## src/rtl/usb_rx_phy_pkg.sv

```systemverilog
// usb_rx_phy_pkg: line codes, FSM states and timing constants for the full-speed USB receiver.
package usb_rx_phy_pkg;
  localparam int CLOCKS_PER_BIT = 4;
  localparam int RESET_SE0_CYCLES = 120;
  localparam int MIN_SYNC_ZEROS = 3;
  localparam int PHASE_W = $clog2(CLOCKS_PER_BIT);
  localparam logic [1:0] LINE_J = 2'b10;
  localparam logic [1:0] LINE_K = 2'b01;
  localparam logic [1:0] LINE_SE0 = 2'b00;
  localparam logic [1:0] LINE_SE1 = 2'b11;
  localparam logic [7:0] SYNC_PATTERN = 8'h80;
  typedef enum logic [1:0] {IDLE, SYNC, DATA, WAIT_J} rx_state_e;
endpackage

```

## src/rtl/usb_rx_bit_recovery.sv

```systemverilog
// usb_rx_bit_recovery: synchronises D+/D- and recovers a mid-bit sample strobe from the 4x clock.
module usb_rx_bit_recovery
  import usb_rx_phy_pkg::*;
(
  input  logic       clock48,
  input  logic       reset_n,
  input  logic       usb_dp,
  input  logic       usb_dn,
  output logic       bit_strobe,
  output logic [1:0] line_state
);
  logic [1:0] meta, prev;
  logic [PHASE_W-1:0] phase;
  always_ff @(posedge clock48 or negedge reset_n) begin
    if (!reset_n) begin
      meta <= LINE_J;
      line_state <= LINE_J;
      prev <= LINE_J;
      phase <= '0;
    end else begin
      meta <= {usb_dp, usb_dn};
      line_state <= meta;
      prev <= line_state;
      phase <= (line_state != prev || phase == PHASE_W'(CLOCKS_PER_BIT - 1)) ? '0 : phase + 1'b1;
    end
  end
  // never sample on the very cycle an edge arrives, before the phase has realigned
  assign bit_strobe = phase == PHASE_W'(CLOCKS_PER_BIT / 2) && line_state == prev;
endmodule

```

## src/rtl/usb_rx_phy.sv

```systemverilog
// usb_rx_phy: full-speed USB receive front-end: NRZI decode, sync strip, unstuff, EOP and bus-reset detect.
module usb_rx_phy
  import usb_rx_phy_pkg::*;
(
  input  logic       clock48,
  input  logic       reset_n,
  input  logic       usb_dp,
  input  logic       usb_dn,
  output logic       rx_active,
  output logic [7:0] rx_data,
  output logic       rx_valid,
  output logic       rx_eop,
  output logic       rx_error,
  output logic       usb_reset
);
  rx_state_e state, state_n;
  logic bit_strobe, nrzi;
  logic [1:0] line, prev, prev_n;
  logic [2:0] zeros, zeros_n, ones, ones_n, bits, bits_n;
  logic [7:0] shift, shift_n, data_n;
  logic active_n, valid_n, eop_n, error_n;
  logic [6:0] se0_count;
  usb_rx_bit_recovery u_rec (
    .clock48(clock48),
    .reset_n(reset_n),
    .usb_dp(usb_dp),
    .usb_dn(usb_dn),
    .bit_strobe(bit_strobe),
    .line_state(line)
  );
  assign nrzi = line == prev;
  assign usb_reset = line == LINE_SE0 && se0_count == 7'(RESET_SE0_CYCLES);
  always_ff @(posedge clock48 or negedge reset_n) begin
    if (!reset_n) se0_count <= '0;
    else se0_count <= line != LINE_SE0 ? '0 : se0_count == 7'(RESET_SE0_CYCLES) ? se0_count : se0_count + 7'd1;
  end
  always_ff @(posedge clock48 or negedge reset_n) begin
    if (!reset_n) state <= IDLE;
    else state <= state_n;
  end
  always_ff @(posedge clock48 or negedge reset_n) begin
    if (!reset_n) begin
      prev <= LINE_J;
      {zeros, ones, bits} <= '0;
      {shift, rx_data} <= '0;
      {rx_active, rx_valid, rx_eop, rx_error} <= '0;
    end else begin
      prev <= prev_n;
      {zeros, ones, bits} <= {zeros_n, ones_n, bits_n};
      {shift, rx_data} <= {shift_n, data_n};
      {rx_active, rx_valid, rx_eop, rx_error} <= {active_n, valid_n, eop_n, error_n};
    end
  end
  always_comb begin
    state_n = state;
    prev_n = bit_strobe ? line : prev;
    zeros_n = zeros;
    ones_n = ones;
    bits_n = bits;
    shift_n = shift;
    data_n = rx_data;
    active_n = rx_active;
    {valid_n, eop_n, error_n} = '0;
    if (usb_reset) begin
      state_n = WAIT_J;
      active_n = 1'b0;
    end else if (bit_strobe) begin
      case (state)
        IDLE: if (line == LINE_K && prev == LINE_J) begin
          state_n = SYNC;
          zeros_n = '0;
        end
        SYNC: if (line == LINE_SE0 || line == LINE_SE1) begin
          error_n = 1'b1;
          state_n = WAIT_J;
        end else if (!nrzi) zeros_n = zeros == 3'd7 ? zeros : zeros + 3'd1;
        else if (zeros >= 3'(MIN_SYNC_ZEROS)) begin
          state_n = DATA;
          active_n = 1'b1;
          ones_n = 3'd1;
          bits_n = '0;
        end else begin
          error_n = 1'b1;
          state_n = WAIT_J;
        end
        DATA: if (line == LINE_SE0 || line == LINE_SE1) begin
          eop_n = line == LINE_SE0 && bits == '0;
          error_n = !eop_n;
          active_n = 1'b0;
          state_n = WAIT_J;
        end else if (ones == 3'd6) begin
          // six 1s in a row: this bit is the stuffed 0 and carries no data
          ones_n = '0;
          if (nrzi) begin
            error_n = 1'b1;
            active_n = 1'b0;
            state_n = WAIT_J;
          end
        end else begin
          shift_n = {nrzi, shift[7:1]};
          bits_n = bits + 3'd1;
          ones_n = nrzi ? ones + 3'd1 : '0;
          if (bits == 3'd7) begin
            valid_n = 1'b1;
            data_n = shift_n;
          end
        end
        WAIT_J: if (line == LINE_J) state_n = IDLE;
        default: state_n = IDLE;
      endcase
    end
  end
endmodule

```

## config.mk

```make
export PLATFORM = sky130hd
export DESIGN_NAME = usb_rx_phy
export DESIGN_NICKNAME = d
export VERILOG_FILES = /design/src/rtl/usb_rx_phy_pkg.sv /design/src/rtl/usb_rx_bit_recovery.sv /design/src/rtl/usb_rx_phy.sv
export SDC_FILE = /design/constraint.sdc
export NUM_CORES = 1
export LEC_CHECK = 0
export CELL_PAD_IN_SITES_DETAIL_PLACEMENT = 1
export CELL_PAD_IN_SITES_GLOBAL_PLACEMENT = 1
export CORE_AREA = 2 2 81 83
export CTS_BUF_LIST = sky130_fd_sc_hd__clkbuf_8
export DETAILED_ROUTE_END_ITERATION = 6
export DIE_AREA = 0 0 83 85
export PLACE_DENSITY_LB_ADDON = 0.25
export SLEW_MARGIN = 30
export SYNTH_ARGS = -nofsm -noshare
export SYNTH_HDL_FRONTEND = slang
export SYNTH_HIERARCHICAL = 1
export SYNTH_SLANG_ARGS = --single-unit
export TNS_END_PERCENT = 100
```

## constraint.sdc

```tcl
create_clock -name clock48 -period 2.4 [get_ports clock48]
set_input_delay 0.24 -clock clock48 [delete_from_list [all_inputs] [get_ports clock48]]
set_output_delay 0.24 -clock clock48 [all_outputs]
set_load 0.03 [all_outputs]
```

==> key figures, run 1 <==
Outcome
  • Status: completed

Setup path
  • Startpoint types: flip-flop
  • FF-to-FF setup slack: 0.21 ns
  • Worst Path Required: 2.16 ns
  • Worst R2R Path Depth: 7
  • Kind of critical path: reg2out
  • Crit end category: output pin
  • Crit path DAT: 2.01 ns
  • Worst-path fanout max: 9

STA
  • Crit share post-route: 93.8%
  • Skew final: 0.00466 ns
  • Fmax achieved: 444 MHz
  • Hold Fails Final Rpt: 0
  • Fin Setup TNS: 0 ns
  • Worst Tran Pin Value: 0.419 ns
  • Normalized max-slew margin: between 70% and 80%
  • Final max-slew violation count: 0
  • Final setup fails: 0
  • Min cycle time layout: 2.25 ns
  • Unrepaired setup endpoints after global routing: no

Yosys
  • Area of the mapped netlist: 2410 µm²
  • Ys async rst share: 100%
  • Yosys warning count: 6
  • Cells after Synth: 211
  • Top-area cell type share of the netlist area: 44.6%
  • Most numerous cell in the Yosys netlist: dfrtp_1
  • Post-Syn Nets: 234
  • Post-synth top area cell: dfrtp_1
  • Synth Area per Inst: roughly 11 µm²
  • Post-synth EDFFs: 0
  • Synth cell count leaders: 43 x dfrtp_1, 19 x ha_1, 18 x inv_1, 16 x nand2_1, 12 x nand3_1
  • Post-synthesis register bit count: 47
  • Synth cell types: 52
  • Top cells by area, synth: dfrtp_1 45%, ha_1 9.8%, mux2_2 5.1%
  • Seq/Total Area, Yosys: 48.9%
  • Top FF cell, synth: dfrtp_1

Placed design
  • HPWL after detailed placement: 3690 µm
  • GP Congestion: 0.818
  • Port buffer count: 16

Power
  • Peak supply drop: 351 µV
  • PwrDens: 577 nW/µm²
  • Flop pwr share: 51.8%
  • Switching Share: 25.1%
  • Clk pwr share: 36.4%
  • Pint: 1.24 mW
  • Pleak: 1.30 nW
  • Power Total: around 1.7 mW
  • Combinational share of power: 11.8%
  • Psw: 0.415 mW

Clock tree
  • TritonCTS clock tree: yes
  • Setup bufs post-CTS: 0
  • Max Buffers Root-to-Sink: 2
  • Htree depth: 2
  • Reg clk slew, reported paths: 0.09 ns
  • Clock root buffer: clkbuf_8
  • TritonCTS Sinks: 47
  • Worst-Skew Late Latency: 0.30 ns
  • CTS Buf Count: 5

Floorplan
  • Cell Rows: 29
  • I/O Pins: 17
  • Starting Density: 38.9%
  • Die Span Y: 85 µm
  • Die X: slightly above 80 µm
  • Area of the die: a little over 7000 µm²
  • Core area: 6200 µm²

Layout
  • Fraction of layout instances using a drive strength above 1: between 15 and 20%
  • Area occupied by multi-input gates: approximately 1200 µm²
  • Reg area: 1180 µm²
  • Area grow syn2layout: 18.4%
  • Fin nets: 264
  • Fillers: 665
  • # diodes: 0

Global route
  • Pin count of the biggest net entering global routing: 22
  • Initial antenna violation count: 0
  • Number of global-route vias before repair: 1,762
  • Total gr overflow: 0
  • First-pass GRT wire length: 8400 µm
  • Gr usage total: 14.7%

Detailed routing
  • Avg WL per Cell: around 15 µm
  • Vias: 1,615
  • First-pass DRT Iterations: 4
  • Via/cell ratio: 5.06
  • DRT Wirelength: 4730 µm
  • DRC: 0
  • Antenna-violating nets left: 0
  • Initial drt markers: 48

Min path
  • HP Class: in2async

Flow run
  • Total of max-cap violations: 0
## cells in the final DEF (no fill, tap or decap), drive strengths merged, types with 5 or more instances in the layout
cell type / count
o211ai: 5
buf: 11
nor2: 7
ha: 19
dfrtp: 43
clkbuf: 6
nand3: 13
and2: 5
o21ai: 6
inv: 18
nor2b: 5
mux2: 17
clkdlybuf4s50: 15
nand2: 17
## layout make-up
cell class / instances / area share, %
Sequential cell: 47 / 41.3
Multi-Input combinational cell: 142 / 40.4
Timing Repair Buffer: 27 / 8.40
Tap cell: 77 / 3.37
Clock buffer: 6 / 2.89
Inverter: 18 / 2.36
Clock inverter: 2 / 1.23
## stage by stage
step | area [µm²] | instances | utilization [%] | hold slack, ns | setup WS (ns)
after floorplan | 2410 | 211 | - | -0.0556 | 0.150
after global placement | 2720 | 310 | 43.9 | 0.129 | 0.208
after detailed placement | 2720 | 310 | 43.9 | 0.137 | 0.168
after CTS | 2850 | 319 | 46.0 | 0.327 | 0.0793
after global routing | 2860 | 319 | 46.1 | 0.329 | 0.0359
final | 2860 | 319 | 46.1 | 0.336 | 0.148
## cell families (layout without fill, tap and decap cells)
| family | Yosys count | in the layout | synth area share [%] |
|---|---|---|---|
| XOR/XNOR | 7 | 7 | 3.16 |
| flip-flops | 47 | 47 | 48.9 |
| AO/OA/AOI/OAI | 31 | 31 | 9.69 |
| buffers and inverters | 22 | 53 | 3.52 |
| AND/OR/NAND/NOR | 65 | 65 | 15.5 |
| multiplexers | 20 | 20 | 9.33 |
| adder cells (fa/ha/maj) | 19 | 19 | 9.84 |
## power by group through the flow
stage	Combinational (mW)	Clock, mW	Sequential, mW
3_5_place_dp	0.197	0	0.871
4_1_cts	0.199	0.627	0.856
5_1_grt	0.219	0.656	0.859
2_1_floorplan	0.131	0	0.865
6_report	0.196	0.601	0.855
3_3_place_gp	0.195	0	0.871
## critical path: stages (launching register included)
cell	delay (ns)
dfstp_2	0.61
inv_1	0.08
ha_2	0.18
buf_4	0.16
nand2_1	0.06
inv_1	0.03
clkdlybuf4s50_1	0.57
## flip-flops by register name (all words and copies together), names as in the netlist
register and flops:
rx_active 1, state 2, se0_count 7, rx_eop 1, u_rec/meta 2, u_rec/phase 2
rx_valid 1, zeros 3, u_rec/prev 2, ones 3, bits 3, rx_error 1
prev 2, rx_data 8, shift 7, u_rec/line_state 2
## timing repair
action / 4_1_cts / 5_1_grt
endpoints found under the setup margin: 0 / 2
resized for setup: 0 / 2
endpoints found under the hold margin: 9 / 0
hold buffers: 1 / 0
## final timing paths
| kind | end | from |
|---|---|---|
| setup / recovery | usb_reset | u_rec/line_state[1] |
| hold / removal | rx_data[0] | reset_n |
| setup reg to reg | bits[0] | u_rec/line_state[1] |
| hold reg to reg | u_rec/line_state[1] | u_rec/meta[1] |
| max in group asynchronous | u_rec/prev[1] | reset_n |
| min in group clock48 | u_rec/meta[1] | usb_dp |
## routing by layer
layer	wire length, µm	vias to the layer above	track usage (%)
met3	94	4	2.63
li1	-	787	-
met5	0	-	0
met4	45	0	4.47
met2	2380	18	25.4
met1	2210	806	18.8
Power figures use the tool's default switching activity.
==> run 2: changes to the inputs <==
Settings changed: SLEW_MARGIN 30 to 10, SYNTH_HIERARCHICAL 1 to not set.
==> run 2 against run 1 <==
- synthesized cell count shrank 0.95%
- clock skew is 0.0080 ns higher
- design area shrank 0.88%
- non-clock buffer count grew 1
- fmax increased by 0.62%
- flip-flop and latch count unchanged
- first-iteration DRC count shrank 13%
- worst setup slack better by 0.014 ns
- clock power up 14%
- register-to-register slack lost 0.05 ns
- global-route usage is 0.35 points higher
- sequential power is 1% lower
- critical path type is now reg2reg
==> key figures, run 2 <==
Setup path
  • Worst-path fanout max: 12 (+3)
  • Worst reg2reg endpoint: bits[0]
  • Kind of critical path: reg2reg
  • FF-to-FF setup slack: 0.16 ns (-0.05 ns)
  • Crit end category: flip-flop
  • Worst R2R Path Depth: 7 (unchanged)
  • Startpoint types: flip-flop
  • Worst Path Required: 2.64 ns (+0.48 ns)
  • Worst R2R Start: state[0]
  • Crit path DAT: 2.48 ns (+0.47 ns)

STA
  • Fmax achieved: 447 MHz (+0.62%)
  • Hold Fails Final Rpt: 0 (unchanged)
  • Min cycle time layout: 2.24 ns (-0.0139 ns)
  • Skew final: 0.0127 ns (+0.00804 ns)
  • Unrepaired setup endpoints after global routing: no
  • Final setup fails: 0 (unchanged)
  • Hold WS: 0.332 ns (-0.00410 ns)
  • Normalized max-slew margin: 68.4% (-3.7 points)
  • Final setup margin: 0.162 ns (+0.0139 ns)
  • Crit share post-route: 93.3% (-0.58 points)
  • Final max-slew violation count: 0 (unchanged)
  • Fin Setup TNS: 0 ns (unchanged)
  • Worst Tran Pin Value: 0.470 ns (+0.0510 ns)

Flow run
  • Total of max-cap violations: 0 (unchanged)

Yosys
  • Synth Area per Inst: 11.4 µm² (-0.40%)
  • Ys async rst share: 100% (unchanged)
  • Synth cell count leaders: 43 x dfrtp_1, 19 x ha_1, 19 x nand2_1, 15 x inv_1, 15 x mux2_2
  • Top FF cell, synth: dfrtp_1
  • Synth cell types: 44 (-15%)
  • Cells after Synth: 209 (-0.95%)
  • Most numerous cell in the Yosys netlist: dfrtp_1
  • Yosys warning count: 0 (-6)
  • Post-Syn Nets: 232 (-0.85%)
  • Seq/Total Area, Yosys: 49.6% (+0.67 points)
  • Post-synthesis register bit count: 47 (unchanged)
  • Top cells by area, synth: dfrtp_1 45%, ha_1 10%, mux2_2 7.1%
  • Post-synth EDFFs: 0 (unchanged)
  • Post-synth top area cell: dfrtp_1
  • Area of the mapped netlist: 2380 µm² (-1.3%)
  • Top-area cell type share of the netlist area: 45.2% (+0.61 points)

Floorplan
  • I/O Pins: 17 (unchanged)
  • Core area: 6200 µm² (unchanged)
  • Area of the die: 7060 µm² (unchanged)
  • Starting Density: 38.4% (-0.52 points)
  • Cell Rows: 29 (unchanged)
  • Die Span Y: 85 µm (unchanged)
  • Die X: 83 µm (unchanged)

Clock tree
  • TritonCTS Sinks: 47 (unchanged)
  • Setup bufs post-CTS: 0 (unchanged)
  • Clock root buffer: clkbuf_8
  • Reg clk slew, reported paths: 0.10 ns (about the same)
  • CTS Buf Count: 5 (unchanged)
  • Htree depth: 2 (unchanged)
  • TritonCTS clock tree: yes
  • Max Buffers Root-to-Sink: 2 (unchanged)
  • Worst-Skew Late Latency: 0.31 ns (about the same)

Layout
  • Area grow syn2layout: 19.0%
  • # diodes: 0 (unchanged)
  • Most frequent cells in the layout: 43 x dfrtp_1, 19 x nand2_1, 19 x ha_1, 16 x inv_1, 15 x mux2_2
  • Max reg flops: 8 (unchanged)
  • Fraction of layout instances using a drive strength above 1: 19.3% (-0.51 points)
  • Fin util: 45.7% (-0.40 points)
  • Fillers: 676 (+1.7%)
  • Leading cell type in the layout, fill and taps excluded: dfrtp_1
  • Reg area: 1180 µm² (unchanged)
  • Fin nets: 260 (-1.5%)
  • Area occupied by multi-input gates: 1110 µm² (-4.1%)

Detailed routing
  • First-pass DRT Iterations: 4 (unchanged)
  • Avg WL per Cell: 14.9 µm (+0.86%)
  • Antenna-violating nets left: 0 (unchanged)
  • Initial drt markers: 42 (-13%)
  • DRT Wirelength: 4710 µm (-0.40%)
  • Via/cell ratio: 5.10 (+0.83%)
  • DRC: 0 (unchanged)
  • Vias: 1,608 (-0.43%)

Global route
  • Initial antenna violation count: 0 (unchanged)
  • Gr usage total: 15.0% (+0.35 points)
  • Pin count of the biggest net entering global routing: 31 (+41%)
  • Number of global-route vias before repair: 1,814 (+3.0%)
  • Total gr overflow: 0 (unchanged)
  • First-pass GRT wire length: 8540 µm (+1.6%)

Placed design
  • Port buffer count: 16 (unchanged)
  • Setup Slack @ Placement: 0.186 ns (+0.0176 ns)
  • GP Congestion: 0.724 (-12%)
  • HPWL after detailed placement: 3580 µm (-3.1%)

Power
  • Peak supply drop: 403 µV (+15%)
  • PwrDens: 599 nW/µm² (+3.8%)
  • Pleak: 1.30 nW (+0.39%)

Outcome
  • Status: completed

Min path
  • HP Class: in2reg
  • HP Start: usb_dp
  • Hold depth: 1
  • Hold Crit Endpoint: u_rec.meta[1]
[run 2: worst max path at each step]
stage,start,to,cells past startpoint
finish,state[0],bits[0],7
global route,u_rec.line_state[1],zeros[0],7
CTS,u_rec.line_state[0],usb_reset,5
detailed placement,state[0],bits[0],7
global placement,state[1],bits[0],6
floorplan,u_rec.line_state[1],rx_data[0],9
[run 2: through the flow]
stage / total power, mW / cell area [µm²] / std cells
floorplan: 0.954 / 2390 / 209
global placement: 1.02 / 2690 / 306
detailed placement: 1.03 / 2690 / 306
CTS: 1.72 / 2830 / 315
global route: 1.78 / 2830 / 315
finish: 1.70 / 2830 / 315
[run 2: report_power, final]
part / leakage, nW / total [mW] / internal, mW / switching [mW]
combinational: 0.601 / 0.167 / 0.0635 / 0.103
clock: 0.0695 / 0.687 / 0.412 / 0.274
sequential: 0.633 / 0.845 / 0.823 / 0.0226
total: 1.30 / 1.70 / 1.30 / 0.400
[run 2: timing repair]
item / 4_1_cts / 5_1_grt
resized for setup: 1 / 0
hold buffers: 1 / 0
hold endpoints to repair: 17 / 0
endpoints found under the setup margin: 1 / 0
[run 2: cell type report]
| cell class | count | share of cell area (%) |
|---|---|---|
| clock inverter | 3 | 2.25 |
| clock buffer | 5 | 2.43 |
| inverter | 15 | 1.99 |
| tap | 77 | 3.40 |
| multi-input combinational | 140 | 39.1 |
| timing repair buffer | 28 | 9.14 |
| sequential | 47 | 41.7 |
[run 2: logic make-up (layout without fill, tap and decap cells)]
group,after synthesis,after routing,synth area share (%)
buffers and inverters,22,51,4.15
muxes,19,19,8.82
DFF,47,47,49.6
and+or+nand+nor,65,65,16.1
xor gates and xnor gates,9,9,3.31
adders and majority gates,19,19,9.98
AOI/OAI and AO/OA,28,28,8.09
[run 2: routing by layer]
| metal | vias up | global-route usage, % | share of wire (%) |
|---|---|---|---|
| met4 | 0 | 5.22 | 1.9 |
| met3 | 10 | 4.38 | 3.0 |
| met1 | 799 | 18.5 | 46 |
| met5 | - | 0 | 0 |
| li1 | 781 | - | - |
| met2 | 18 | 25.4 | 49 |
[run 2: critical path, cell delays in order, from the launching register on]
cell and delay (ns):
dfrtp_1 0.42, inv_1 0.11, ha_1 0.33, nor2b_1 0.22
a41oi_1 0.07, or4b_4 0.60, or3_1 0.33, nand3_1 0.08
==> run 3: changes to the inputs <==
Settings changed: ABC_AREA set to 1, CORE_AREA 2 2 81 83 to 2 2 83 85, DIE_AREA 0 0 83 85 to 0 0 85 87.
==> run 3 against run 2 <==
- core utilization is 1.8 points lower
- worst setup slack better by 0.11 ns
- die area is 4.8% higher
- worst hold slack worse by 0.094 ns
- final cell count is 30% higher
- register-to-register slack better by 0.11 ns
- first-iteration DRC count grew to 2.5 times the previous value
- synthesized area is 6.3% higher
- critical endpoint is now rx_data[5]
==> key figures, run 3 <==
Global route
  • First-pass GRT wire length: 9450 µm (+11%)
  • Initial antenna violation count: 0 (unchanged)
  • Gr usage total: 16.1% (+1.1 points)
  • Total gr overflow: 0 (unchanged)
  • Number of global-route vias before repair: 2,010 (+11%)
  • Pin count of the biggest net entering global routing: 28 (-9.7%)

Power
  • Peak supply drop: 237 µV (-41%)
  • Power Total: 1.67 mW (-1.5%)
  • PwrDens: 580 nW/µm² (-3.2%)
  • Pleak: 1.50 nW (+15%)

Setup path
  • FF-to-FF setup slack: 0.28 ns (+0.11 ns)
  • Crit end category: flip-flop
  • Worst path bufs/invs: 2 (+1)
  • Startpoint types: flip-flop
  • Worst R2R Path Depth: 10 (+3)
  • CP dominant cell by count: inv_2
  • Slowest stage delay, CP: 0.58 ns (-0.02 ns)
  • Family with the most delay on the worst path: simple AND/OR/NAND/NOR gates
  • Kind of critical path: reg2reg
  • Worst Path Required: 2.60 ns (-0.04 ns)
  • Worst-path fanout max: 17 (+5)
  • Crit path DAT: 2.32 ns (-0.16 ns)
  • Crit path max-delay cell type: dfstp_2
  • CP Cell Sequence: inv_2 -> ha_1 -> inv_2 -> nor2_2 -> nand3b_2 -> nand3_2 -> nor2_8 -> nand2_4 -> nand2_1 -> o21ai_2
  • Crit path from: u_rec.line_state[1]
  • Worst reg2reg endpoint: rx_data[5]
  • Worst R2R Start: u_rec.line_state[1]

STA
  • Skew final: 0.00815 ns (-0.00455 ns)
  • Fin Setup TNS: 0 ns (unchanged)
  • Unrepaired setup endpoints after global routing: no
  • Fmax achieved: 471 MHz (+5.4%)
  • Final max-slew violation count: 0 (unchanged)
  • Hold Fails Final Rpt: 0 (unchanged)
  • Final setup fails: 0 (unchanged)
  • Normalized max-slew margin: 77.3% (+9.0 points)
  • Final setup margin: 0.276 ns (+0.114 ns)
  • Crit share post-route: 88.5% (-4.8 points)
  • Hold WS: 0.238 ns (-0.0944 ns)
  • Min cycle time layout: 2.12 ns (-0.114 ns)
  • Worst Tran Pin Value: 0.340 ns (-0.131 ns)

Yosys
  • Adder-cell share of the synthesized area: 9.39% (-0.59 points)
  • Mux share of post-synthesis cell area: 0% (-8.8 points)
  • Ys async rst share: 100% (unchanged)
  • Post-Synth XOR/XNOR Area: 0.692% (-2.6 points)
  • Synth cell types: 28 (-36%)
  • Synth Area in Simple Gates: 25.7% (+9.6 points)
  • Cells after Synth: 303 (+45%)
  • Post-synth top area cell: dfrtp_1
  • Top FF cell, synth: dfrtp_1
  • Main combinational cell family by area after synthesis: simple AND/OR/NAND/NOR gates
  • Post-synthesis register bit count: 47 (unchanged)
  • Top cells by area, synth: dfrtp_1 43%, nand2_1 12%, ha_1 9.4%
  • Seq/Total Area, Yosys: 46.7% (-2.9 points)
  • Most numerous cell in the Yosys netlist: nand2_1
  • Synth Area per Inst: 8.35 µm² (-27%)
  • Post-synthesis compound-gate area fraction: 9.19% (+1.1 points)
  • Top-area cell type share of the netlist area: 42.5% (-2.7 points)
  • Post-Syn Nets: 326 (+41%)
  • Synth cell count leaders: 81 x nand2_1, 45 x inv_1, 43 x dfrtp_1, 24 x nor2_1, 22 x o21ai_0
  • Yosys warning count: 0 (unchanged)
  • Area of the mapped netlist: 2530 µm² (+6.3%)
  • Post-synth EDFFs: 0 (unchanged)

Layout
  • Fin area: 2880 µm² (+1.7%)
  • Fin nets: 351 (+35%)
  • Max reg flops: 8 (unchanged)
  • Fillers: 818 (+21%)
  • Most frequent cells in the layout: 81 x nand2_1, 45 x inv_1, 43 x dfrtp_1, 24 x nor2_1, 22 x o21ai_0
  • Area grow syn2layout: 13.9%
  • Fin util: 43.9% (-1.8 points)
  • # diodes: 0 (unchanged)
  • Fraction of layout instances using a drive strength above 1: 13.1% (-6.3 points)
  • Leading cell type in the layout, fill and taps excluded: nand2_1
  • Fin cells: 409 (+30%)

Detailed routing
  • First-pass DRT Iterations: 4 (unchanged)
  • DRT Wirelength: 5330 µm (+13%)
  • Vias: 1,939 (+21%)
  • Via/cell ratio: 4.74 (-7.1%)
  • Antenna-violating nets left: 0 (unchanged)
  • Avg WL per Cell: 13.0 µm (-13%)
  • Initial drt markers: 106 (+150%)
  • DRC: 0 (unchanged)

Min path
  • HP Class: in2async

Floorplan
  • Starting Density: 38.5% (+0.14 points)
  • Cell Rows: 30 (+3.4%)
  • Core area: 6570 µm² (+5.9%)
  • I/O Pins: 17 (unchanged)
  • Die Span Y: 87 µm (+2.4%)
  • Area of the die: 7400 µm² (+4.8%)
  • Die X: 85 µm (+2.4%)

Placed design
  • Dpl cells: 400 (+31%)
  • HPWL after detailed placement: 4120 µm (+15%)
  • Setup Slack @ Placement: 0.145 ns (-0.0406 ns)
  • Port buffer count: 16 (unchanged)
  • GP Congestion: 0.828 (+14%)
  • Placed inst area: 2790 µm² (+3.4%)

Clock tree
  • Htree depth: 2 (unchanged)
  • Clock root buffer: clkbuf_8
  • TritonCTS Sinks: 47 (unchanged)
  • Setup bufs post-CTS: 0 (unchanged)
  • TritonCTS clock tree: yes
  • CTS Buf Count: 5 (unchanged)
  • Worst-Skew Late Latency: 0.31 ns (about the same)
  • Reg clk slew, reported paths: 0.09 ns (about the same)
  • Max Buffers Root-to-Sink: 2 (unchanged)

Outcome
  • Status: completed

Flow run
  • Total of max-cap violations: 0 (unchanged)
-- run 3: layout make-up --
class / instances / area (µm²) / area share, %
Clock buffer: 5 / 68.8 / 2.39
Clock inverter: 3 / 23.8 / 0.825
Inverter: 48 / 180 / 6.25
Multi-Input combinational cell: 205 / 1140 / 39.5
Sequential cell: 47 / 1180 / 41.0
Tap cell: 80 / 100 / 3.47
Timing Repair Buffer: 21 / 190 / 6.60
-- run 3: power by group --
group	leakage [nW]	internal, mW	switching (mW)
Combinational	0.832	0.0979	0.194
Sequential	0.631	0.841	0.0410
Clock	0.0408	0.209	0.290
Total	1.50	1.15	0.525
-- run 3: per-layer routing --
| layer | vias to the layer above | global-route usage (%) | part of all wire, % |
|---|---|---|---|
| li1 | 995 | - | - |
| met1 | 919 | 22.5 | 52 |
| met2 | 20 | 25.8 | 45 |
| met3 | 5 | 3.13 | 2.2 |
| met4 | 0 | 4.33 | 1.1 |
| met5 | - | 0 | 0 |
-- run 3: cells by family (layout without fill, tap and decap cells) --
group,after synthesis,after routing
XOR/XNOR,2,2
AND/OR/NAND/NOR,144,144
flip-flops,47,47
buffers and inverters,51,77
AO/OA/AOI/OAI,40,40
adder cells (fa/ha/maj),19,19
-- run 3: timing repair --
| action | 4_1_cts | 5_1_grt |
|---|---|---|
| gates cloned | 0 | 0 |
| endpoints found under the hold margin | 43 | 0 |
| resized for setup | 1 | 2 |
| endpoints found under the setup margin | 1 | 1 |
| hold buffers | 1 | 0 |
-- run 3: how the worst max path moves through the flow --
stage | to | cells after the start
CTS | usb_reset | 7
global placement | usb_reset | 7
detailed placement | usb_reset | 7
global route | rx_data[5] | 10
finish | rx_data[5] | 10
floorplan | rx_data[2] | 11
